===== config.mk =====
export PLATFORM = sky130hd
export DESIGN_NAME = load_align_unit
export DESIGN_NICKNAME = d
export VERILOG_FILES = /design/src/rtl/load_align_unit.sv
export SDC_FILE = /design/constraint.sdc
export NUM_CORES = 1
export LEC_CHECK = 0
export ABC_AREA = 1
export CORE_UTILIZATION = 45
export DETAILED_ROUTE_END_ITERATION = 10
export GPL_TIMING_DRIVEN = 0
export PLACE_DENSITY = 0.81
export REMOVE_ABC_BUFFERS = 1
export SLEW_MARGIN = 5
export SYNTH_ARGS = -nofsm -noshare
export SYNTH_HDL_FRONTEND = slang
export SYNTH_SLANG_ARGS = --single-unit

===== constraint.sdc =====
create_clock -name clk -period 1.9 [get_ports clk]
set_input_delay 0.38 -clock clk [delete_from_list [all_inputs] [get_ports clk]]
set_output_delay 0.38 -clock clk [all_outputs]
set_load 0.03 [all_outputs]

===== src/rtl/load_align_unit.sv =====
`default_nettype none
// ============================================================================
//  Module      : load_align_unit
//  Description : Multicycle load path. Issues one or two word reads to data
//                memory, extracts the addressed byte/half/word at any byte
//                offset, sign- or zero-extends it and returns it over a
//                valid/ready handshake with an error flag.
//  Revision    : 1.0 - initial release
// ============================================================================
module load_align_unit #(
   parameter int DATA_W          = 32,
   parameter int ADDR_W          = 32,
   parameter int MEM_LAT         = 1,
   parameter int ALLOW_UNALIGNED = 1
) (
   input  logic              clk,
   input  logic              reset_n,
   input  logic              req_valid,
   output logic              req_ready,
   input  logic [ADDR_W-1:0] req_addr,
   input  logic [1:0]        req_size,
   input  logic              req_signed,
   output logic              mem_rd,
   output logic [ADDR_W-1:0] mem_addr,
   input  logic [DATA_W-1:0] mem_rdata,
   output logic              rsp_valid,
   input  logic              rsp_ready,
   output logic [DATA_W-1:0] rsp_data,
   output logic              rsp_err
);

   // Counter holds MEM_LAT-1, so clog2(MEM_LAT) bits suffice (min 1 bit).
   localparam int              CNT_W    = (MEM_LAT > 1) ? $clog2(MEM_LAT) : 1;
   localparam logic [CNT_W-1:0] CNT_LOAD = CNT_W'(MEM_LAT - 1);

   typedef enum logic [2:0] {
      S_IDLE  = 3'd0,
      S_RD0   = 3'd1,
      S_WAIT0 = 3'd2,
      S_RD1   = 3'd3,
      S_WAIT1 = 3'd4,
      S_RESP  = 3'd5
   } state_t;

   state_t              state_q,    state_d;
   logic [1:0]          off_q,      off_d;
   logic [1:0]          size_q,     size_d;
   logic                signed_q,   signed_d;
   logic [CNT_W-1:0]    cnt_q,      cnt_d;
   logic [DATA_W-1:0]   lo_q,       lo_d;
   logic [ADDR_W-1:0]   mem_addr_q, mem_addr_d;
   logic [DATA_W-1:0]   rsp_data_q, rsp_data_d;
   logic                rsp_err_q,  rsp_err_d;

   logic                req_illegal;
   logic                crossing;

   // Shift the {high,low} word pair right by the byte offset, keep the access
   // width and extend from its top bit when signed.
   function automatic logic [DATA_W-1:0] extract(input logic [2*DATA_W-1:0] pair,
                                                 input logic [1:0] off,
                                                 input logic [1:0] size,
                                                 input logic       sgn);
      logic [DATA_W-1:0] shifted;
      logic [DATA_W-1:0] res;
      shifted = DATA_W'(pair >> {off, 3'b000});
      case (size)
         2'd1:    res = {{(DATA_W-8){sgn & shifted[7]}}, shifted[7:0]};
         2'd2:    res = {{(DATA_W-16){sgn & shifted[15]}}, shifted[15:0]};
         default: res = shifted;
      endcase
      return res;
   endfunction

   // Request legality: size 0 is never legal; misaligned accesses are only
   // legal when the unit is allowed to merge two reads.
   always_comb begin
      req_illegal = 1'b0;
      if (req_size == 2'd0) begin
         req_illegal = 1'b1;
      end else if (ALLOW_UNALIGNED == 0) begin
         if ((req_size == 2'd2) && req_addr[0])
            req_illegal = 1'b1;
         if ((req_size == 2'd3) && (req_addr[1:0] != 2'b00))
            req_illegal = 1'b1;
      end
   end

   // A latched access crosses into the next word for half@3 and word@1..3.
   always_comb begin
      crossing = 1'b0;
      if ((size_q == 2'd2) && (off_q == 2'd3))
         crossing = 1'b1;
      if ((size_q == 2'd3) && (off_q != 2'd0))
         crossing = 1'b1;
   end

   // Next-state logic: accept, issue reads, capture data, present response.
   always_comb begin
      state_d    = state_q;
      off_d      = off_q;
      size_d     = size_q;
      signed_d   = signed_q;
      cnt_d      = cnt_q;
      lo_d       = lo_q;
      mem_addr_d = mem_addr_q;
      rsp_data_d = rsp_data_q;
      rsp_err_d  = rsp_err_q;
      case (state_q)
         S_IDLE: begin
            if (req_valid) begin
               off_d    = req_addr[1:0];
               size_d   = req_size;
               signed_d = req_signed;
               if (req_illegal) begin
                  rsp_err_d  = 1'b1;
                  rsp_data_d = '0;
                  state_d    = S_RESP;
               end else begin
                  rsp_err_d  = 1'b0;
                  mem_addr_d = {req_addr[ADDR_W-1:2], 2'b00};
                  state_d    = S_RD0;
               end
            end
         end
         S_RD0: begin
            cnt_d   = CNT_LOAD;
            state_d = S_WAIT0;
         end
         S_WAIT0: begin
            if (cnt_q == '0) begin
               lo_d = mem_rdata;
               if (crossing) begin
                  // Next word address is prepared here so it is on the bus in RD1.
                  mem_addr_d = mem_addr_q + ADDR_W'(4);
                  state_d    = S_RD1;
               end else begin
                  rsp_data_d = extract({{DATA_W{1'b0}}, mem_rdata}, off_q, size_q, signed_q);
                  state_d    = S_RESP;
               end
            end else begin
               cnt_d = cnt_q - CNT_W'(1);
            end
         end
         S_RD1: begin
            cnt_d   = CNT_LOAD;
            state_d = S_WAIT1;
         end
         S_WAIT1: begin
            if (cnt_q == '0) begin
               rsp_data_d = extract({mem_rdata, lo_q}, off_q, size_q, signed_q);
               state_d    = S_RESP;
            end else begin
               cnt_d = cnt_q - CNT_W'(1);
            end
         end
         S_RESP: begin
            if (rsp_ready)
               state_d = S_IDLE;
         end
         default: state_d = S_IDLE;
      endcase
   end

   // State and datapath registers; reset discards any read in flight.
   always_ff @(posedge clk or negedge reset_n) begin
      if (!reset_n) begin
         state_q    <= S_IDLE;
         off_q      <= '0;
         size_q     <= '0;
         signed_q   <= 1'b0;
         cnt_q      <= '0;
         lo_q       <= '0;
         mem_addr_q <= '0;
         rsp_data_q <= '0;
         rsp_err_q  <= 1'b0;
      end else begin
         state_q    <= state_d;
         off_q      <= off_d;
         size_q     <= size_d;
         signed_q   <= signed_d;
         cnt_q      <= cnt_d;
         lo_q       <= lo_d;
         mem_addr_q <= mem_addr_d;
         rsp_data_q <= rsp_data_d;
         rsp_err_q  <= rsp_err_d;
      end
   end

   assign req_ready = (state_q == S_IDLE);
   assign rsp_valid = (state_q == S_RESP);
   assign mem_rd    = (state_q == S_RD0) || (state_q == S_RD1);
   assign mem_addr  = mem_addr_q;
   assign rsp_data  = rsp_data_q;
   assign rsp_err   = rsp_err_q;

endmodule
`default_nettype wire


==> results.yml <==
clocking:
  root_buffer: "clkbuf_16"
  cts_tree: "built"
  numCtsBuffers: 9
  cts_htree_levels: 3
  cts_buffer_depth: 2
  clock-sinks: 103
  path_clk_slew_ps: 70
  clk_latency_ps: 360
detailed_routing:
  detail-route-antenna-nets: 0
  drtIter0Drc: 1161
  vias_per_cell: 5.71
  drc: 0
  vias: 8415
  wire_per_inst_um: 17.7
  drtPass1Iterations: 6
  wirelength_um: 26100
sta:
  setup_viol: 0
  slew_viol_final: 0
  post-route-period-util_pct: 99.0
  relSlewSlack_pct: 34.7
  layout_min_cycle_time_ps: 1880
  finClkSkew_ps: 6.43
  finalHoldViolCount: 0
  fmax_mhz: 532
  fin_hold_ws_ps: 477
  setup_tns_ps: 0
  worstMarginPinSlew_ps: 979
floorplanning:
  start_util_pct: 46.4
  core_sq_um: 15300
  num_io_pins: 139
  die_h_um: 127
  fp.dieArea_sq_um: 16200
  die_x_um: 127
  fp-row-count: 45
final_layout:
  syn_to_final_growth_pct: 36.3
  stdcell_area_sq_um: 9650
  antenna_cells: 0
  drive_above_1_share_pct: 9.67
  finish.utilization_pct: 63.3
  final_nets: 1334
  stdcell_count: 1473
synthesis:
  syn_area_sq_um: 7080
  ys_warn_count: 0
  synth_edf_count: 0
  synthTopCellsByArea: "dfrtp_1 (36%), nand2_1 (21%), nand3_1 (8.3%), o21ai_0 (8.3%), nor2_1 (4.5%)"
  synth_top_area_share_pct: 36.4
  synth.avg_cell_area_sq_um: 6.38
  synth_top_flop_cell: "dfrtp_1"
  syn_inst: 1110
  synth_cell_type_count: 37
  async_reset_ff_share_pct: 100
  yosys.area.top_type: "dfrtp_1"
  synth-seq-cells: 103
  synth-seq-area-share_pct: 36.4
global_routing:
  grt_max_degree: 74
  grt_pass1_wl_um: 38300
  globalRouteOverflowTotal: 0
  grt_pass1_vias: 7489
  grt_use_total_pct: 30.5
  grt_antenna_before_repair: 0
place:
  gp_congestion: 0.885
  placed_area_sq_um: 8480
  place_hpwl_um: 13200
  port-buffer-count: 136
  dp_cells: 1395
outcome:
  status: "finished clean"
run:
  maxCapViolCount: 0
pwr:
  p_clk_share_pct: 9.7
  p_sw_share_pct: 52.9
  combPwrFrac_pct: 66.7
  switchingPower_uw: 9770
  intPower_uw: 8690
  max-vdd-ir-drop_uv: 1210
  power.leakage_uw: 0.00463
  p_per_area_nw_per_um2: 1910
  seqPwrFrac_pct: 23.6
critical_path:
  cp_data_arrival_time_ps: 2120
  cp_data_required_time_ps: 2140
  cp-end-kind: "flip-flop"
  worst-path-max-fanout: 63
  cp-start-kind: "flip-flop"
  criticalPathCategory: "reg -> reg"
min_path:
  hold_path.class: "reg -> reg"
[sequential cells by signal, indices dropped and copies added, names as in the netlist]
| name | count |
|---|---|
| size_q | 2 |
| state_q | 3 |
| rsp_err | 1 |
| signed_q | 1 |
| mem_addr | 30 |
| lo_q | 32 |
| off_q | 2 |
| rsp_data | 32 |
[logic make-up (layout without fill, tap and decap cells)]
family | count (synthesis) | after routing | share of synthesized area, %
adders and majority gates | 4 | 4 | 0.707
xor gates and xnor gates | 5 | 5 | 0.618
buffers and inverters | 155 | 299 | 9.29
and+or+nand+nor | 643 | 650 | 38.0
other | 1 | 2 | 0.0529
DFF | 103 | 103 | 36.4
AOI/OAI and AO/OA | 199 | 199 | 14.9
[path summary, 6_finish.rpt]
kind | from | endpoint | slack [ps] | depth (start not counted)
worst max-delay path | off_q[1] | rsp_data[21] | 20 | 7
worst min-delay path | rsp_data[24] | rsp_data[24] | 480 | 2
worst max register to register | off_q[1] | rsp_data[21] | 20 | 7
worst min register to register | rsp_data[24] | rsp_data[24] | 480 | 2
max in group asynchronous | reset_n | state_q[2] | 710 | 3
min in group asynchronous | reset_n | rsp_data[16] | 510 | 2
[layout by cell type (no fill, tap or decap), drive strengths merged, types with 16 or more instances in the layout]
cell type / instances
a21oi: 47
o211ai: 16
clkdlybuf4s50: 109
nand3: 122
nor2: 91
buf: 55
nand2: 404
dfrtp: 103
inv: 91
o21ai: 125
[metrics by stage]
stage	power [uW]	setup slack [ps]
after floorplan	10500	-1480
after global placement	13700	-3670
after detailed placement	13900	-1340
after CTS	17400	-17.2
after global routing	19600	-51.6
final	18500	19.1
[power by group through the flow]
stage               Clock, uW  Sequential [uW]  Combinational, uW
floorplan                   0             5490               5000
global placement            0             4610               9050
detailed placement          0             4650               9290
CTS                      1790             4370              11200
global route             1890             4490              13200
finish                   1790             4360              12300
[metal layers]
metal	up-vias	routed length, um	global-route usage, %
met5	-	0	0
met4	0	1210	17.4
li1	3898	-	-
met3	100	3060	4.69
met2	611	11800	48.1
met1	3806	9960	40.0
[layout make-up]
| type | instances | area, sq um |
|---|---|---|
| Timing Repair inverter | 3 | 26.3 |
| Fill cell | 1342 | 5600 |
| Multi-Input combinational cell | 860 | 4120 |
| Inverter | 90 | 404 |
| Sequential cell | 103 | 2590 |
| Clock inverter | 1 | 5.00 |
| Clock buffer | 13 | 260 |
| Tap cell | 211 | 264 |
| Timing Repair Buffer | 192 | 1980 |
[cell usage after synthesis, types with 2 or more instances]
| cell | n |
|---|---|
| o21a_1 | 2 |
| or2_1 | 10 |
| nand3_2 | 2 |
| o21ai_1 | 7 |
| nor2_2 | 3 |
| a31oi_1 | 4 |
| inv_2 | 6 |
| buf_2 | 29 |
| inv_1 | 83 |
| buf_4 | 8 |
| or2_0 | 3 |
| nand3_1 | 118 |
| buf_1 | 2 |
| o211ai_1 | 16 |
| xor2_1 | 5 |
| clkbuf_1 | 25 |
| nor2_1 | 84 |
| nand3b_1 | 6 |
| o21ai_0 | 118 |
| nand4_1 | 5 |
| nand2_2 | 4 |
| nor3_1 | 7 |
| nand2_1 | 398 |
| a21oi_1 | 47 |
| dfrtp_1 | 103 |
| ha_1 | 4 |
[worst max-delay path, cell delays in order, from the launching register on]
cell and delay (ps):
dfrtp_4 510, buf_12 150, inv_16 150, nand3_1 210
nand3_2 190, nand3_4 210, a21oi_1 190, a21oi_1 70
[repair_timing]
item                                    4_1_cts  5_1_grt
buffers inserted                             27       24
pin swaps                                     9        8
gates resized for setup                      61       33
endpoints found under the setup margin       82       77
hold endpoints to repair                     41        0
gates cloned                                  8        4
hold buffers                                  1        0
No activity file was read; power rests on OpenSTA's default activity.
